`config.mk`:
```
export PLATFORM = sky130hd
export DESIGN_NAME = battleship_match_ctrl
export DESIGN_NICKNAME = d
export VERILOG_FILES = /design/src/rtl/battleship_pkg.sv /design/src/rtl/lfsr16.sv /design/src/rtl/battleship_match_ctrl.sv
export SDC_FILE = /design/constraint.sdc
export NUM_CORES = 1
export LEC_CHECK = 0
export ABC_AREA = 1
export BUFFER_PORTS_ARGS = -buffer_cell sky130_fd_sc_hd__buf_4
export CORE_MARGIN = 10
export CORE_UTILIZATION = 40
export DETAILED_ROUTE_END_ITERATION = 10
export PLACE_DENSITY = 0.66
export SLEW_MARGIN = 5
export SYNTH_ARGS = -nofsm -noshare
export SYNTH_HDL_FRONTEND = slang
export SYNTH_HIERARCHICAL = 1
export SYNTH_SLANG_ARGS = --single-unit
```
`constraint.sdc`:
```
create_clock -name clk -period 5.7 [get_ports clk]
set_input_delay 0.285 -clock clk [delete_from_list [all_inputs] [get_ports clk]]
set_output_delay 0.285 -clock clk [all_outputs]
set_load 0.02 [all_outputs]
```
`src/rtl/battleship_pkg.sv`:
```
// Shared types and constants for the battleship match controller.
//  cell_t         : per-cell board state, 2 bits (EMPTY, SHIP, MISS, HIT)
//  match_state_t  : turn controller states
//  LFSR_TAPS      : feedback mask for x^16+x^14+x^13+x^11 (bits 15,13,12,10)
//  cell_tried()   : 1 when a cell has already been fired on (MISS or HIT)
package battleship_pkg;

    typedef enum logic [1:0] {
        EMPTY = 2'd0,
        SHIP  = 2'd1,
        MISS  = 2'd2,
        HIT   = 2'd3
    } cell_t;

    typedef enum logic [2:0] {
        IDLE,
        P_SELECT,
        RESOLVE,
        PC_PICK,
        PC_FIRE,
        GAME_OVER
    } match_state_t;

    localparam logic [15:0] LFSR_TAPS = 16'hB400;

    // MISS and HIT are the only encodings with the upper bit set.
    function automatic logic cell_tried(input cell_t c);
        return c[1];
    endfunction

endpackage

```
`src/rtl/lfsr16.sv`:
```
// Free-running 16-bit Fibonacci LFSR used as the PC shot source.
//  clk   in  1   clock
//  rst   in  1   asynchronous active-low reset, loads SEED
//  value out 16  current LFSR state
module lfsr16
    import battleship_pkg::*;
#(
    parameter logic [15:0] SEED = 16'hACE1
) (
    input  logic        clk,
    input  logic        rst,
    output logic [15:0] value
);

    logic [15:0] value_reg;

    always_ff @(posedge clk or negedge rst) begin
        if (!rst) begin
            value_reg <= SEED;
        end else begin
            value_reg <= {value_reg[14:0], ^(value_reg & LFSR_TAPS)};
        end
    end

    assign value = value_reg;

endmodule

```
`src/rtl/battleship_match_ctrl.sv`:
```
// Turn controller for one battleship match, player vs PC, on an N x N grid.
// Holds both boards and lives, alternates turns, enforces the player
// timeout, picks PC shots from an LFSR (skipping tried cells) and declares
// the winner.
//  clk, rst                 clock, asynchronous active-low reset
//  start                    1-cycle pulse, starts a match from IDLE/GAME_OVER
//  player_ships, pc_ships   N*N ship bitmaps, idx = row*N+col
//  btn_up/down/left/right   cursor move pulses
//  btn_fire                 fire at cursor
//  cursor_row/col           player cursor
//  player_turn              waiting for the player shot
//  shot_valid (+by_pc, hit, row, col)  resolved-shot pulse and its details
//  player_life, pc_life     remaining ship cells
//  timeout_evt, repeat_err  player forfeit / fired on tried cell pulses
//  game_over, player_won    match result
//  player_board, pc_board   2 bits per cell; pc_board hides SHIP cells
module battleship_match_ctrl
    import battleship_pkg::*;
#(
    parameter int          N          = 5,
    parameter int          SHIP_CELLS = 15,
    parameter int          TIMEOUT    = 750000,
    parameter logic [15:0] LFSR_SEED  = 16'hACE1,
    localparam int         R          = (N > 1) ? $clog2(N) : 1,
    localparam int         L          = (SHIP_CELLS > 0) ? $clog2(SHIP_CELLS + 1) : 1
) (
    input  logic               clk,
    input  logic               rst,
    input  logic               start,
    input  logic [N*N-1:0]     player_ships,
    input  logic [N*N-1:0]     pc_ships,
    input  logic               btn_up,
    input  logic               btn_down,
    input  logic               btn_left,
    input  logic               btn_right,
    input  logic               btn_fire,
    output logic [R-1:0]       cursor_row,
    output logic [R-1:0]       cursor_col,
    output logic               player_turn,
    output logic               shot_valid,
    output logic               shot_by_pc,
    output logic               shot_hit,
    output logic [R-1:0]       shot_row,
    output logic [R-1:0]       shot_col,
    output logic [L-1:0]       player_life,
    output logic [L-1:0]       pc_life,
    output logic               timeout_evt,
    output logic               repeat_err,
    output logic               game_over,
    output logic               player_won,
    output logic [2*N*N-1:0]   player_board,
    output logic [2*N*N-1:0]   pc_board
);

    localparam int CELLS = N * N;
    localparam int IDX_W = (CELLS > 1) ? $clog2(CELLS) : 1;
    localparam int TMO_W = (TIMEOUT > 1) ? $clog2(TIMEOUT) : 1;

    match_state_t     state_reg, state_next;
    cell_t            pl_cells_reg [CELLS];
    cell_t            pc_cells_reg [CELLS];
    logic [R-1:0]     row_reg, row_next, col_reg, col_next;
    logic [TMO_W-1:0] tmo_reg, tmo_next;
    logic [IDX_W-1:0] idx_reg, idx_next;
    logic             pick_first_reg, pick_first_next;
    logic [L-1:0]     pl_life_reg, pl_life_next, pc_life_reg, pc_life_next;
    logic             shot_valid_reg, shot_valid_next;
    logic             shot_by_pc_reg, shot_by_pc_next;
    logic             shot_hit_reg, shot_hit_next;
    logic [R-1:0]     shot_row_reg, shot_row_next, shot_col_reg, shot_col_next;
    logic             timeout_reg, timeout_next;
    logic             repeat_reg, repeat_next;
    logic             won_reg, won_next;

    // Board write requests produced by the FSM.
    logic             load_boards;
    logic             pc_wr_en, pl_wr_en;
    cell_t            pc_wr_val, pl_wr_val;

    logic [15:0]      lfsr_val;
    logic [IDX_W-1:0] cur_idx, lfsr_idx;
    logic [R-1:0]     pick_row, pick_col;
    cell_t            cur_cell, pick_cell;

    lfsr16 #(.SEED(LFSR_SEED)) u_lfsr (
        .clk   (clk),
        .rst   (rst),
        .value (lfsr_val)
    );

    assign cur_idx   = IDX_W'(row_reg) * IDX_W'(N) + IDX_W'(col_reg);
    assign cur_cell  = pc_cells_reg[cur_idx];
    assign pick_cell = pl_cells_reg[idx_reg];
    assign lfsr_idx  = IDX_W'(lfsr_val % 16'(CELLS));
    assign pick_row  = R'(idx_reg / IDX_W'(N));
    assign pick_col  = R'(idx_reg % IDX_W'(N));

    always_comb begin
        state_next      = state_reg;
        row_next        = row_reg;
        col_next        = col_reg;
        tmo_next        = tmo_reg;
        idx_next        = idx_reg;
        pick_first_next = 1'b0;
        pl_life_next    = pl_life_reg;
        pc_life_next    = pc_life_reg;
        shot_valid_next = 1'b0;
        shot_by_pc_next = shot_by_pc_reg;
        shot_hit_next   = shot_hit_reg;
        shot_row_next   = shot_row_reg;
        shot_col_next   = shot_col_reg;
        timeout_next    = 1'b0;
        repeat_next     = 1'b0;
        won_next        = won_reg;
        load_boards     = 1'b0;
        pc_wr_en        = 1'b0;
        pc_wr_val       = EMPTY;
        pl_wr_en        = 1'b0;
        pl_wr_val       = EMPTY;

        case (state_reg)
            IDLE, GAME_OVER: begin
                if (start) begin
                    load_boards  = 1'b1;
                    pl_life_next = L'(SHIP_CELLS);
                    pc_life_next = L'(SHIP_CELLS);
                    row_next     = '0;
                    col_next     = '0;
                    tmo_next     = '0;
                    won_next     = 1'b0;
                    state_next   = P_SELECT;
                end
            end

            P_SELECT: begin
                if (btn_fire && !cell_tried(cur_cell)) begin
                    // A valid fire wins even on the last timeout cycle.
                    pc_wr_en        = 1'b1;
                    pc_wr_val       = (cur_cell == SHIP) ? HIT : MISS;
                    if (cur_cell == SHIP && pc_life_reg != '0) begin
                        pc_life_next = pc_life_reg - L'(1);
                    end
                    shot_valid_next = 1'b1;
                    shot_by_pc_next = 1'b0;
                    shot_hit_next   = (cur_cell == SHIP);
                    shot_row_next   = row_reg;
                    shot_col_next   = col_reg;
                    state_next      = RESOLVE;
                end else begin
                    // Here btn_fire can only mean a tried cell.
                    repeat_next = btn_fire;
                    if (tmo_reg == TMO_W'(TIMEOUT - 1)) begin
                        timeout_next    = 1'b1;
                        pick_first_next = 1'b1;
                        state_next      = PC_PICK;
                    end else begin
                        tmo_next = tmo_reg + TMO_W'(1);
                        if (!btn_fire) begin
                            if (btn_up) begin
                                row_next = (row_reg == '0) ? R'(N - 1) : row_reg - R'(1);
                            end else if (btn_down) begin
                                row_next = (row_reg == R'(N - 1)) ? '0 : row_reg + R'(1);
                            end
                            if (btn_left) begin
                                col_next = (col_reg == '0) ? R'(N - 1) : col_reg - R'(1);
                            end else if (btn_right) begin
                                col_next = (col_reg == R'(N - 1)) ? '0 : col_reg + R'(1);
                            end
                        end
                    end
                end
            end

            RESOLVE: begin
                if (pc_life_reg == '0) begin
                    won_next   = 1'b1;
                    state_next = GAME_OVER;
                end else if (pl_life_reg == '0) begin
                    won_next   = 1'b0;
                    state_next = GAME_OVER;
                end else if (shot_by_pc_reg) begin
                    tmo_next   = '0;
                    state_next = P_SELECT;
                end else begin
                    pick_first_next = 1'b1;
                    state_next      = PC_PICK;
                end
            end

            PC_PICK: begin
                // First cycle seeds the probe; then walk forward to a free cell.
                if (pick_first_reg) begin
                    idx_next = lfsr_idx;
                end else if (cell_tried(pick_cell)) begin
                    idx_next = (idx_reg == IDX_W'(CELLS - 1)) ? '0 : idx_reg + IDX_W'(1);
                end else begin
                    state_next = PC_FIRE;
                end
            end

            PC_FIRE: begin
                pl_wr_en        = 1'b1;
                pl_wr_val       = (pick_cell == SHIP) ? HIT : MISS;
                if (pick_cell == SHIP && pl_life_reg != '0) begin
                    pl_life_next = pl_life_reg - L'(1);
                end
                shot_valid_next = 1'b1;
                shot_by_pc_next = 1'b1;
                shot_hit_next   = (pick_cell == SHIP);
                shot_row_next   = pick_row;
                shot_col_next   = pick_col;
                state_next      = RESOLVE;
            end

            default: state_next = IDLE;
        endcase
    end

    always_ff @(posedge clk or negedge rst) begin
        if (!rst) begin
            state_reg      <= IDLE;
            row_reg        <= '0;
            col_reg        <= '0;
            tmo_reg        <= '0;
            idx_reg        <= '0;
            pick_first_reg <= 1'b0;
            pl_life_reg    <= '0;
            pc_life_reg    <= '0;
            shot_valid_reg <= 1'b0;
            shot_by_pc_reg <= 1'b0;
            shot_hit_reg   <= 1'b0;
            shot_row_reg   <= '0;
            shot_col_reg   <= '0;
            timeout_reg    <= 1'b0;
            repeat_reg     <= 1'b0;
            won_reg        <= 1'b0;
        end else begin
            state_reg      <= state_next;
            row_reg        <= row_next;
            col_reg        <= col_next;
            tmo_reg        <= tmo_next;
            idx_reg        <= idx_next;
            pick_first_reg <= pick_first_next;
            pl_life_reg    <= pl_life_next;
            pc_life_reg    <= pc_life_next;
            shot_valid_reg <= shot_valid_next;
            shot_by_pc_reg <= shot_by_pc_next;
            shot_hit_reg   <= shot_hit_next;
            shot_row_reg   <= shot_row_next;
            shot_col_reg   <= shot_col_next;
            timeout_reg    <= timeout_next;
            repeat_reg     <= repeat_next;
            won_reg        <= won_next;
        end
    end

    // Both boards in one process so every cell has a single driver.
    always_ff @(posedge clk or negedge rst) begin
        if (!rst) begin
            for (int i = 0; i < CELLS; i++) begin
                pl_cells_reg[i] <= EMPTY;
                pc_cells_reg[i] <= EMPTY;
            end
        end else begin
            for (int i = 0; i < CELLS; i++) begin
                if (load_boards) begin
                    pl_cells_reg[i] <= player_ships[i] ? SHIP : EMPTY;
                    pc_cells_reg[i] <= pc_ships[i] ? SHIP : EMPTY;
                end else begin
                    if (pl_wr_en && idx_reg == IDX_W'(i)) begin
                        pl_cells_reg[i] <= pl_wr_val;
                    end
                    if (pc_wr_en && cur_idx == IDX_W'(i)) begin
                        pc_cells_reg[i] <= pc_wr_val;
                    end
                end
            end
        end
    end

    genvar gi;
    generate
        for (gi = 0; gi < CELLS; gi++) begin : g_board_out
            assign player_board[2*gi +: 2] = pl_cells_reg[gi];
            // Fog of war: untouched PC ships look like water.
            assign pc_board[2*gi +: 2]     = (pc_cells_reg[gi] == SHIP) ? EMPTY : pc_cells_reg[gi];
        end
    endgenerate

    assign cursor_row  = row_reg;
    assign cursor_col  = col_reg;
    assign player_turn = (state_reg == P_SELECT);
    assign game_over   = (state_reg == GAME_OVER);
    assign player_won  = won_reg;
    assign shot_valid  = shot_valid_reg;
    assign shot_by_pc  = shot_by_pc_reg;
    assign shot_hit    = shot_hit_reg;
    assign shot_row    = shot_row_reg;
    assign shot_col    = shot_col_reg;
    assign player_life = pl_life_reg;
    assign pc_life     = pc_life_reg;
    assign timeout_evt = timeout_reg;
    assign repeat_err  = repeat_reg;

endmodule
```
==> impl_summary.txt, run 1 <==
----------------------------------------------------
[Run status]
  Run status ... complete, but fails checks
  Violations in the final reports ... negative setup slack

[Clocking]
  Number of buffers on the longest clock path ... 2
  Total clock sinks ... 171
  Insertion delay of the later-clocked pin in the worst-skew pair ... 440 ps
  Deepest level of the CTS H-tree ... 4
  Clock tree from TritonCTS ... done
  Number of CTS-inserted buffers ... 17
  Clock root buffer master ... sky130_fd_sc_hd__clkbuf_16
  Clock slew seen by the registers of the worst setup and hold paths ... 80 ps

[Placed design]
  Gp weighted congestion ... 0.907
  Buffers added on ports ... 185
  Total placed cells including tap cells ... 2112
  Final HPWL from detailed placement ... 27.0 mm

[Synthesis]
  Synthesized Nets ... 1627
  Number of synthesized register bits ... 171
  Sequential element share of the synthesized area ... 38.3%
  Synthesized area per cell ... 7.29 um^2
  Number of flops mapped to enable cells by yosys ... 0
  Netlist area before placement ... 11200 um^2
  Post-synthesis cell type count ... 50
  Most used flip-flop cell after synthesis ... sky130_fd_sc_hd__dfrtp_1
  Cells after Synth ... 1537
  Async S/R FF share, synth ... 100%
  Synthesis Warnings ... 6

[Finish]
  Number of inserted filler cells in the final layout ... 2687
  Area growth syn-to-layout ... 29.5%
  Share of layout cells above drive strength 1 ... 26.3%
  Final Util ... 52.4%
  Count of placed standard cells in the final layout, fillers left out ... 2163
  # diodes ... 0
  Final net count ... 1862

[Routing]
  Vias after detailed routing ... 11500
  Remaining number of nets flagged by the antenna check after routing ... 0
  Overall routed net length ... 36.3 mm
  Number of design-rule violations left by the first detailed-router iteration ... 984
  Post-DR wirelength/cell ... 16.8 um
  Vias per inst ... 5.34
  DRC ... 0
  Detailed-router iteration count before antenna repair ... 5

[Floorplan]
  Floorplan die width ... 187 um
  Initial cell density of the core ... 40.4%
  IO Count ... 186
  Y dimension of the die ... 187 um
  Die Footprint ... 35100 um^2
  Floorplan row count ... 61
  Core area ... 27700 um^2

[Timing]
  RSZ-0062 raised after global routing ... true
  Headroom to the max-slew limit ... 25.7%
  Final setup violation count ... 5
  Max-slew violation count ... 0
  Crit path setup slack, layout ... -591 ps
  Count of final hold-check violations ... 0
  Final period util ... 110%
  Achievable Freq ... 159 MHz
  Pin slew with the least headroom to its limit ... 1110 ps
  Hold WS ... 62.4 ps
  Tmin final ... 6290 ps
  Worst setup skew after layout ... 17.2 ps

[Critical path]
  Reg2reg start ... u_lfsr/value[11]$_DFF_PN1_
  Number of cells traversed by the worst register-to-register path ... 61
  Worst EP required ... 6020 ps
  Type of element capturing the critical path ... register
  Worst-path fanout max ... 6
  Most common cell on crit path ... sky130_fd_sc_hd__nand2_4
  Crit-path max cell delay ... 580 ps
  Crit start category ... register
  Count of cell instances traversed by the critical path ... 61
  Buffers & Inverters on Critical Path ... 8
  Worst EP arrival ... 6610 ps
  Master of the slowest instance on the critical path ... sky130_fd_sc_hd__dfstp_2
  Largest delay contributor family on the critical path ... simple AND/OR/NAND/NOR gates
  Startpoint of the worst setup timing path ... u_lfsr/value[11]$_DFF_PN1_
  Endpoint of the lowest-slack register-to-register path ... idx_reg[3]$_DFFE_PN0P_
  Register-to-register path setup slack ... -590 ps
  Start-to-end type of the worst setup path ... reg2reg

[Global routing]
  Aggregate global routing overflow ... 0
  GRT Total Usage ... 20.0%
  Initial antenna violation count ... 0
  Via count of the first global-routing pass ... 11200
  Wire length of the first global-routing pass ... 58.8 mm
  Largest net degree at the start of global routing ... 72

[Hold path]
  Worst min-delay path startpoint ... player_ships[1]
  Classification of the worst-slack hold path ... in2reg
  Count of cells along the worst hold path ... 3
  Endpoint of the worst hold-timing path ... player_board[2]$_DFFE_PN0P_

[Pwr]
  Total power per unit cell area ... 480 nW/um^2
  Static leakage power ... 0.00734 uW
  Worst IR drop on VDD ... 0.204 mV

[Flow run]
  Maxcap violations ... 0

----------------------------------------------------
-- placed cells by master (no fill, tap or decap), types with 5 or more instances in the layout --
| cell type | instances |
|---|---|
| sky130_fd_sc_hd__clkbuf_16 | 17 |
| sky130_fd_sc_hd__nor2_4 | 9 |
| sky130_fd_sc_hd__nor3_1 | 29 |
| sky130_fd_sc_hd__nand3_1 | 92 |
| sky130_fd_sc_hd__nand4_1 | 28 |
| sky130_fd_sc_hd__nor2_2 | 5 |
| sky130_fd_sc_hd__a21oi_1 | 91 |
| sky130_fd_sc_hd__o21ai_1 | 9 |
| sky130_fd_sc_hd__dfrtp_1 | 162 |
| sky130_fd_sc_hd__o22ai_1 | 26 |
| sky130_fd_sc_hd__a31oi_1 | 15 |
| sky130_fd_sc_hd__nand3_2 | 15 |
| sky130_fd_sc_hd__buf_4 | 273 |
| sky130_fd_sc_hd__nand2_2 | 40 |
| sky130_fd_sc_hd__inv_8 | 5 |
| sky130_fd_sc_hd__nand3_4 | 7 |
| sky130_fd_sc_hd__xor2_1 | 11 |
| sky130_fd_sc_hd__inv_2 | 19 |
| sky130_fd_sc_hd__a221oi_1 | 6 |
| sky130_fd_sc_hd__dfstp_2 | 8 |
| sky130_fd_sc_hd__o21ai_0 | 87 |
| sky130_fd_sc_hd__clkinv_1 | 5 |
| sky130_fd_sc_hd__a22oi_1 | 10 |
| sky130_fd_sc_hd__nand2_1 | 308 |
| sky130_fd_sc_hd__nand4_4 | 5 |
| sky130_fd_sc_hd__inv_1 | 202 |
| sky130_fd_sc_hd__o211ai_1 | 44 |
| sky130_fd_sc_hd__xnor2_1 | 6 |
| sky130_fd_sc_hd__nor2_1 | 127 |
| sky130_fd_sc_hd__nand2_4 | 34 |
| sky130_fd_sc_hd__ha_1 | 28 |
-- kinds of logic after synthesis --
logic type | synth area share (%)
buffers and inverters | 9.72
adder cells (fa/ha/maj) | 3.64
XOR/XNOR | 1.33
AND/OR/NAND/NOR | 30.4
flip-flops | 38.3
AO/OA/AOI/OAI | 16.7
-- metal layers --
metal	vias up	track usage, %	routed length, um
met1	5507	26.4	15900
met3	46	3.69	2670
met2	424	32.5	17000
met5	-	0	0
met4	0	5.99	753
li1	5564	-	-
-- how the worst max path moves through the flow --
stage          slack, ps                endpoint
3_3_place_gp        -250  idx_reg[2]$_DFFE_PN0P_
2_1_floorplan       -180  idx_reg[2]$_DFFE_PN0P_
4_1_cts             -480  idx_reg[2]$_DFFE_PN0P_
5_1_grt            -1180  idx_reg[4]$_DFFE_PN0P_
3_5_place_dp        -550  idx_reg[2]$_DFFE_PN0P_
6_report            -590  idx_reg[3]$_DFFE_PN0P_
-- tightest hold or removal path, cell delays in order --
cell                       delay, ps
sky130_fd_sc_hd__buf_4            80
sky130_fd_sc_hd__nand2_1          40
sky130_fd_sc_hd__o211ai_1         70
-- timing repair --
| item | 4_1_cts | 5_1_grt |
|---|---|---|
| endpoints found under the setup margin | 5 | 11 |
| hold buffers | 1 | 0 |
| setup buffers | 15 | 3 |
| endpoints found under the hold margin | 68 | 0 |
| resized for setup | 33 | 21 |
| pin swaps | 35 | 15 |
-- Yosys cell counts, types with 7 or more instances --
master	n	area, um^2
sky130_fd_sc_hd__o21ai_0	91	455
sky130_fd_sc_hd__a22oi_1	10	75.1
sky130_fd_sc_hd__clkbuf_1	58	218
sky130_fd_sc_hd__a21oi_1	91	455
sky130_fd_sc_hd__a31oi_1	15	93.8
sky130_fd_sc_hd__nand4_1	28	175
sky130_fd_sc_hd__inv_2	11	41.3
sky130_fd_sc_hd__ha_1	31	388
sky130_fd_sc_hd__xor2_1	11	96.3
sky130_fd_sc_hd__nand2_1	326	1220
sky130_fd_sc_hd__nor2_2	7	43.8
sky130_fd_sc_hd__dfstp_2	8	210
sky130_fd_sc_hd__nand2_4	14	158
sky130_fd_sc_hd__o22ai_1	26	163
sky130_fd_sc_hd__nor3_1	30	150
sky130_fd_sc_hd__nand3_2	7	70.1
sky130_fd_sc_hd__dfrtp_1	163	4080
sky130_fd_sc_hd__nor2_1	130	488
sky130_fd_sc_hd__o21ai_1	9	45.0
sky130_fd_sc_hd__o211ai_1	44	330
sky130_fd_sc_hd__nand2_2	44	275
sky130_fd_sc_hd__nand3_1	102	510
sky130_fd_sc_hd__inv_1	209	785
-- metrics by stage --
| step | power, uW | cell area (um^2) | setup TNS (ps) | setup WS (ps) |
|---|---|---|---|---|
| 2_1_floorplan | 4270 | 11300 | -830 | -176 |
| 3_3_place_gp | 5650 | 13500 | -1190 | -247 |
| 3_5_place_dp | 5710 | 13500 | -2720 | -554 |
| 4_1_cts | 6950 | 14400 | -2360 | -479 |
| 5_1_grt | 7440 | 14500 | -5780 | -1180 |
| 6_report | 6970 | 14500 | -2890 | -591 |
-- report_power, final --
group / internal (uW) / leakage (uW) / switching (uW)
registers: 1610 / 0.00217 / 408
clock network: 641 / 0.000298 / 579
logic: 1250 / 0.00488 / 2480
total: 3500 / 0.00734 / 3470
-- area by class of cell --
class                      instances  area (um^2)  area share [%]
clock buffer                      18          439            3.03
clock inverter                    14          164            1.13
inverter                         227          853            5.88
multi-input combinational       1079         6200            42.7
sequential                       171         4290            29.6
tap                              378          473            3.26
timing repair buffer             276         2090            14.4
No activity file was read; power rests on OpenSTA's default activity.
==> run 2: changes to the inputs <==
==> constraint.sdc (replaced) <==
create_clock -name clk -period 5.7 [get_ports clk]
set_input_delay 1.14 -clock clk [delete_from_list [all_inputs] [get_ports clk]]
set_output_delay 1.14 -clock clk [all_outputs]
set_load 0.02 [all_outputs]
==> impl_summary.txt, run 2 (synthesis gave the netlist of run 1 again) <==
----------------------------------------------------
[Hold path]
  Classification of the worst-slack hold path ... reg2reg

[Routing]
  Number of design-rule violations left by the first detailed-router iteration ... 1016
  Detailed-router iteration count before antenna repair ... 5
  Overall routed net length ... 37.0 mm
  Vias per inst ... 5.34
  Remaining number of nets flagged by the antenna check after routing ... 0
  DRC ... 0
  Vias after detailed routing ... 11600
  Post-DR wirelength/cell ... 17.0 um

[Finish]
  Share of layout cells above drive strength 1 ... 28.4%
  Most frequent cells in the layout ... 295 x sky130_fd_sc_hd__nand2_1, 289 x sky130_fd_sc_hd__buf_4, 199 x sky130_fd_sc_hd__inv_1
  # diodes ... 0
  Final net count ... 1881
  Design area ... 14800 um^2
  Final Util ... 53.5%
  Area growth syn-to-layout ... 32.5%
  Most frequent standard cell in the layout excluding fill and tap cells ... sky130_fd_sc_hd__nand2_1

[Timing]
  Pin slew with the least headroom to its limit ... 938 ps
  Final setup violation count ... 5
  Achievable Freq ... 156 MHz
  Headroom to the max-slew limit ... 37.3%
  Tmin final ... 6420 ps
  Worst setup skew after layout ... 20.0 ps
  Final total negative setup slack ... -3530 ps
  RSZ-0062 raised after global routing ... true
  Crit path setup slack, layout ... -722 ps
  Final period util ... 113%
  Max-slew violation count ... 0
  Count of final hold-check violations ... 0

[Global routing]
  Aggregate global routing overflow ... 0
  GRT Total Usage ... 20.0%
  Initial antenna violation count ... 0
  Wire length of the first global-routing pass ... 58.8 mm
  Largest net degree at the start of global routing ... 87
  Via count of the first global-routing pass ... 11300

[Flow run]
  Maxcap violations ... 0

[Critical path]
  Crit start category ... register
  Crit-path max cell delay ... 430 ps
  Buffers & Inverters on Critical Path ... 8
  Worst EP arrival ... 6790 ps
  Largest delay contributor family on the critical path ... simple AND/OR/NAND/NOR gates
  Worst-path fanout max ... 6
  Type of element capturing the critical path ... register
  Most common cell on crit path ... sky130_fd_sc_hd__nand2_4
  Master of the slowest instance on the critical path ... sky130_fd_sc_hd__dfrtp_2
  Worst EP required ... 6060 ps
  Start-to-end type of the worst setup path ... reg2reg

[Placed design]
  Area post-placement ... 13600 um^2
  Final HPWL from detailed placement ... 26.8 mm
  Buffers added on ports ... 185
  Gp weighted congestion ... 0.893

[Clocking]
  Deepest level of the CTS H-tree ... 4
  Number of buffers on the longest clock path ... 2
  Hold Buf Count CTS ... 0
  Insertion delay of the later-clocked pin in the worst-skew pair ... 450 ps
  Total clock sinks ... 171
  Clock slew seen by the registers of the worst setup and hold paths ... 80 ps
  Number of CTS-inserted buffers ... 17
  Clock tree from TritonCTS ... done
  Clock root buffer master ... sky130_fd_sc_hd__clkbuf_16

[Pwr]
  Cell-internal power ... 3510 uW
  Net load switching power ... 3490 uW
  Portion of total power attributed to sequential cells ... 28.8%
  Portion of total power attributed to combinational logic ... 53.9%
  Worst IR drop on VDD ... 0.229 mV
  Static leakage power ... 0.00755 uW
  Switching part of the total ... 49.8%
  Total power per unit cell area ... 471 nW/um^2
  Share of total power in the clock network ... 17.3%

[Floorplan]
  Die Footprint ... 35100 um^2
  Floorplan die width ... 187 um
  Y dimension of the die ... 187 um
  Initial cell density of the core ... 40.4%
  IO Count ... 186
  Core area ... 27700 um^2
  Floorplan row count ... 61

[Run status]
  Violations in the final reports ... negative setup slack
  Run status ... complete, but fails checks

----------------------------------------------------
## run 2: worst paths after layout
path,end,depth (start not counted),slack (ps),from
hold / removal,u_lfsr/value[6]$_DFF_PN1_,0,400,u_lfsr/value[5]$_DFF_PN1_
max in group asynchronous,pc_cells_reg[49]$_DFFE_PN0P_,2,3740,rst
min in group asynchronous,player_board[34]$_DFFE_PN0P_,1,750,rst
hold reg to reg,u_lfsr/value[6]$_DFF_PN1_,0,400,u_lfsr/value[5]$_DFF_PN1_
setup / recovery,idx_reg[2]$_DFFE_PN0P_,62,-720,u_lfsr/value[12]$_DFF_PN0_
setup reg to reg,idx_reg[2]$_DFFE_PN0P_,62,-720,u_lfsr/value[12]$_DFF_PN0_
## run 2: area by class of cell
type,count,area (um^2)
sequential,171,4290
tap,378,473
inverter,227,855
timing repair buffer,295,2240
clock buffer,19,453
fill,2631,12900
clock inverter,13,145
multi-input combinational,1079,6380
## run 2: power groups by stage
stage                     Clock (uW)  Combinational (uW)  Sequential, uW
after floorplan                    0                2120            2150
after global placement             0                3680            2020
after detailed placement           0                3730            2020
after CTS                       1230                3750            2000
after global routing            1270                4180            2060
final                           1210                3770            2010
## run 2: routing by layer
metal | GRT usage [%] | vias to the layer above | routed length, um
li1 | - | 5602 | -
met1 | 26.5 | 5555 | 16300
met2 | 32.5 | 428 | 17400
met3 | 3.90 | 61 | 2550
met4 | 5.83 | 0 | 796
met5 | 0 | - | 0
## run 2: repair_timing
action                                  CTS  global route
setup buffers                            21            13
pin swaps                                26            55
endpoints found under the setup margin    5             9
resized for setup                        41            62
## run 2: per-stage QoR
stage	total power, uW	std cells	setup WS [ps]	hold slack, ps
after floorplan	4270	1537	-176	367
after global placement	5690	2116	-203	383
after detailed placement	5750	2116	-505	385
after CTS	6980	2169	-448	398
after global routing	7510	2182	-1200	408
final	6990	2182	-722	405
==> run 3: changes to the inputs <==
--- a/config.mk
+++ b/config.mk
@@ -11,6 +11,7 @@
 export CORE_UTILIZATION = 40
 export DETAILED_ROUTE_END_ITERATION = 10
 export PLACE_DENSITY = 0.66
+export SKIP_CTS_REPAIR_TIMING = 1
 export SLEW_MARGIN = 5
 export SYNTH_ARGS = -nofsm -noshare
 export SYNTH_HDL_FRONTEND = slang
==> constraint.sdc (replaced) <==
create_clock -name clk -period 5.7 [get_ports clk]
set_input_delay 1.14 -clock clk [delete_from_list [all_inputs] [get_ports clk]]
set_output_delay 1.14 -clock clk [all_outputs]
set_load 0.1 [all_outputs]
==> impl_summary.txt, run 3 (synthesis gave the netlist of run 1 again) <==
----------------------------------------------------
[Run status]
  Run status ... complete, but fails checks
  Violations in the final reports ... negative setup slack

[Finish]
  # diodes ... 0
  Final net count ... 1861
  Most frequent standard cell in the layout excluding fill and tap cells ... sky130_fd_sc_hd__nand2_1
  Design area ... 14500 um^2
  Share of layout cells above drive strength 1 ... 26.8%
  Area growth syn-to-layout ... 29.7%
  Final Util ... 52.4%
  Most frequent cells in the layout ... 301 x sky130_fd_sc_hd__nand2_1, 272 x sky130_fd_sc_hd__buf_4, 201 x sky130_fd_sc_hd__inv_1

[Routing]
  DRC ... 0
  Number of design-rule violations left by the first detailed-router iteration ... 1009
  Vias per inst ... 5.32
  Vias after detailed routing ... 11500
  Remaining number of nets flagged by the antenna check after routing ... 0
  Post-DR wirelength/cell ... 16.8 um
  Detailed-router iteration count before antenna repair ... 5
  Overall routed net length ... 36.3 mm

[Global routing]
  GRT Total Usage ... 19.7%
  Via count of the first global-routing pass ... 11100
  Largest net degree at the start of global routing ... 87
  Wire length of the first global-routing pass ... 57.8 mm
  Aggregate global routing overflow ... 0
  Initial antenna violation count ... 0

[Critical path]
  Start-to-end type of the worst setup path ... reg2reg
  Largest delay contributor family on the critical path ... simple AND/OR/NAND/NOR gates
  Crit start category ... register
  Master of the slowest instance on the critical path ... sky130_fd_sc_hd__dfstp_2
  Most common cell on crit path ... sky130_fd_sc_hd__nand2_4
  Worst EP arrival ... 6620 ps
  Worst-path fanout max ... 7
  Worst EP required ... 6030 ps
  Crit-path max cell delay ... 590 ps
  Buffers & Inverters on Critical Path ... 7
  Type of element capturing the critical path ... register

[Clocking]
  Clock tree from TritonCTS ... done
  Insertion delay of the later-clocked pin in the worst-skew pair ... 450 ps
  Total clock sinks ... 171
  Clock root buffer master ... sky130_fd_sc_hd__clkbuf_16
  Deepest level of the CTS H-tree ... 4
  Clock slew seen by the registers of the worst setup and hold paths ... 80 ps
  Number of CTS-inserted buffers ... 17
  Number of buffers on the longest clock path ... 2

[Timing]
  Final setup violation count ... 5
  Crit path setup slack, layout ... -593 ps
  Worst setup skew after layout ... 20.8 ps
  Achievable Freq ... 159 MHz
  Max-slew violation count ... 0
  Pin slew with the least headroom to its limit ... 924 ps
  Count of final hold-check violations ... 0
  RSZ-0062 raised after global routing ... true
  Headroom to the max-slew limit ... 38.2%
  Tmin final ... 6290 ps
  Final period util ... 110%

[Floorplan]
  IO Count ... 186
  Floorplan die width ... 187 um
  Y dimension of the die ... 187 um
  Die Footprint ... 35100 um^2
  Floorplan row count ... 61
  Core area ... 27700 um^2
  Initial cell density of the core ... 40.4%

[Pwr]
  Worst IR drop on VDD ... 0.401 mV
  Portion of total power attributed to sequential cells ... 23.2%
  Share of total power in the clock network ... 13.9%
  Portion of total power attributed to combinational logic ... 62.8%
  Static leakage power ... 0.00739 uW
  Cell-internal power ... 3510 uW
  Switching part of the total ... 59.5%
  Total power per unit cell area ... 597 nW/um^2
  Net load switching power ... 5160 uW

[Placed design]
  Buffers added on ports ... 185
  Final HPWL from detailed placement ... 26.8 mm
  Gp weighted congestion ... 0.893
  Area post-placement ... 13600 um^2

[Flow run]
  Maxcap violations ... 0

[Hold path]
  Classification of the worst-slack hold path ... reg2reg

----------------------------------------------------
run 3: changes by cell type in the layout (fill, tap and decap cells not counted), sizes merged:
| cell | before | now |
|---|---|---|
| clkinv | 11 | 10 |
| buf | 295 | 275 |
| inv | 228 | 229 |
run 3: worst paths after layout:
check	startpoint	to	slack (ps)	depth (start not counted)
max in group asynchronous	rst	pc_cells_reg[49]$_DFFE_PN0P_	3740	2
setup reg to reg	u_lfsr/value[11]$_DFF_PN1_	idx_reg[4]$_DFFE_PN0P_	-590	63
min in group asynchronous	rst	player_board[34]$_DFFE_PN0P_	740	1
setup / recovery	u_lfsr/value[11]$_DFF_PN1_	idx_reg[4]$_DFFE_PN0P_	-590	63
hold reg to reg	u_lfsr/value[5]$_DFF_PN1_	u_lfsr/value[6]$_DFF_PN1_	400	0
hold / removal	u_lfsr/value[5]$_DFF_PN1_	u_lfsr/value[6]$_DFF_PN1_	400	0
run 3: stage by stage:
step                      cells  hold WS (ps)  TNS, ps  setup WS [ps]  power, uW
after detailed placement   2116           385    -2480           -505       7430
after CTS                  2148           393    -2650           -543       8660
after global placement     2116           383     -956           -203       7370
after global routing       2162           406    -5360          -1100       9180
final                      2162           397    -2900           -593       8670
after floorplan            1537           367     -830           -176       5910
run 3: layer usage:
layer | vias to the layer above | part of all wire, % | GRT usage [%]
li1 | 5560 | - | -
met1 | 5457 | 44 | 26.3
met2 | 418 | 47 | 31.7
met3 | 61 | 7.0 | 3.90
met4 | 0 | 2.1 | 5.65
met5 | - | 0 | 0
run 3: worst reg2reg max path: cells and delay by family, from the launching register on:
kind	cells	cell delay (ps)
adder cells (fa/ha/maj)	2	300
flip-flops	1	590
AND/OR/NAND/NOR	52	4620
AO/OA/AOI/OAI	2	240
buffers and inverters	7	410
run 3: power groups by stage:
stage | Clock, uW | Combinational, uW | Sequential, uW
4_1_cts | 1230 | 5430 | 2000
6_report | 1210 | 5450 | 2020
3_5_place_dp | 0 | 5410 | 2020
3_3_place_gp | 0 | 5360 | 2020
2_1_floorplan | 0 | 2400 | 3510
5_1_grt | 1270 | 5850 | 2060
run 3: final cells by class:
class / count / area (um^2)
Tap cell: 378 / 473
Clock inverter: 13 / 145
Clock buffer: 19 / 453
Multi-Input combinational cell: 1079 / 6230
Timing Repair Buffer: 275 / 2080
Sequential cell: 171 / 4290
Fill cell: 2665 / 13200
Inverter: 227 / 853
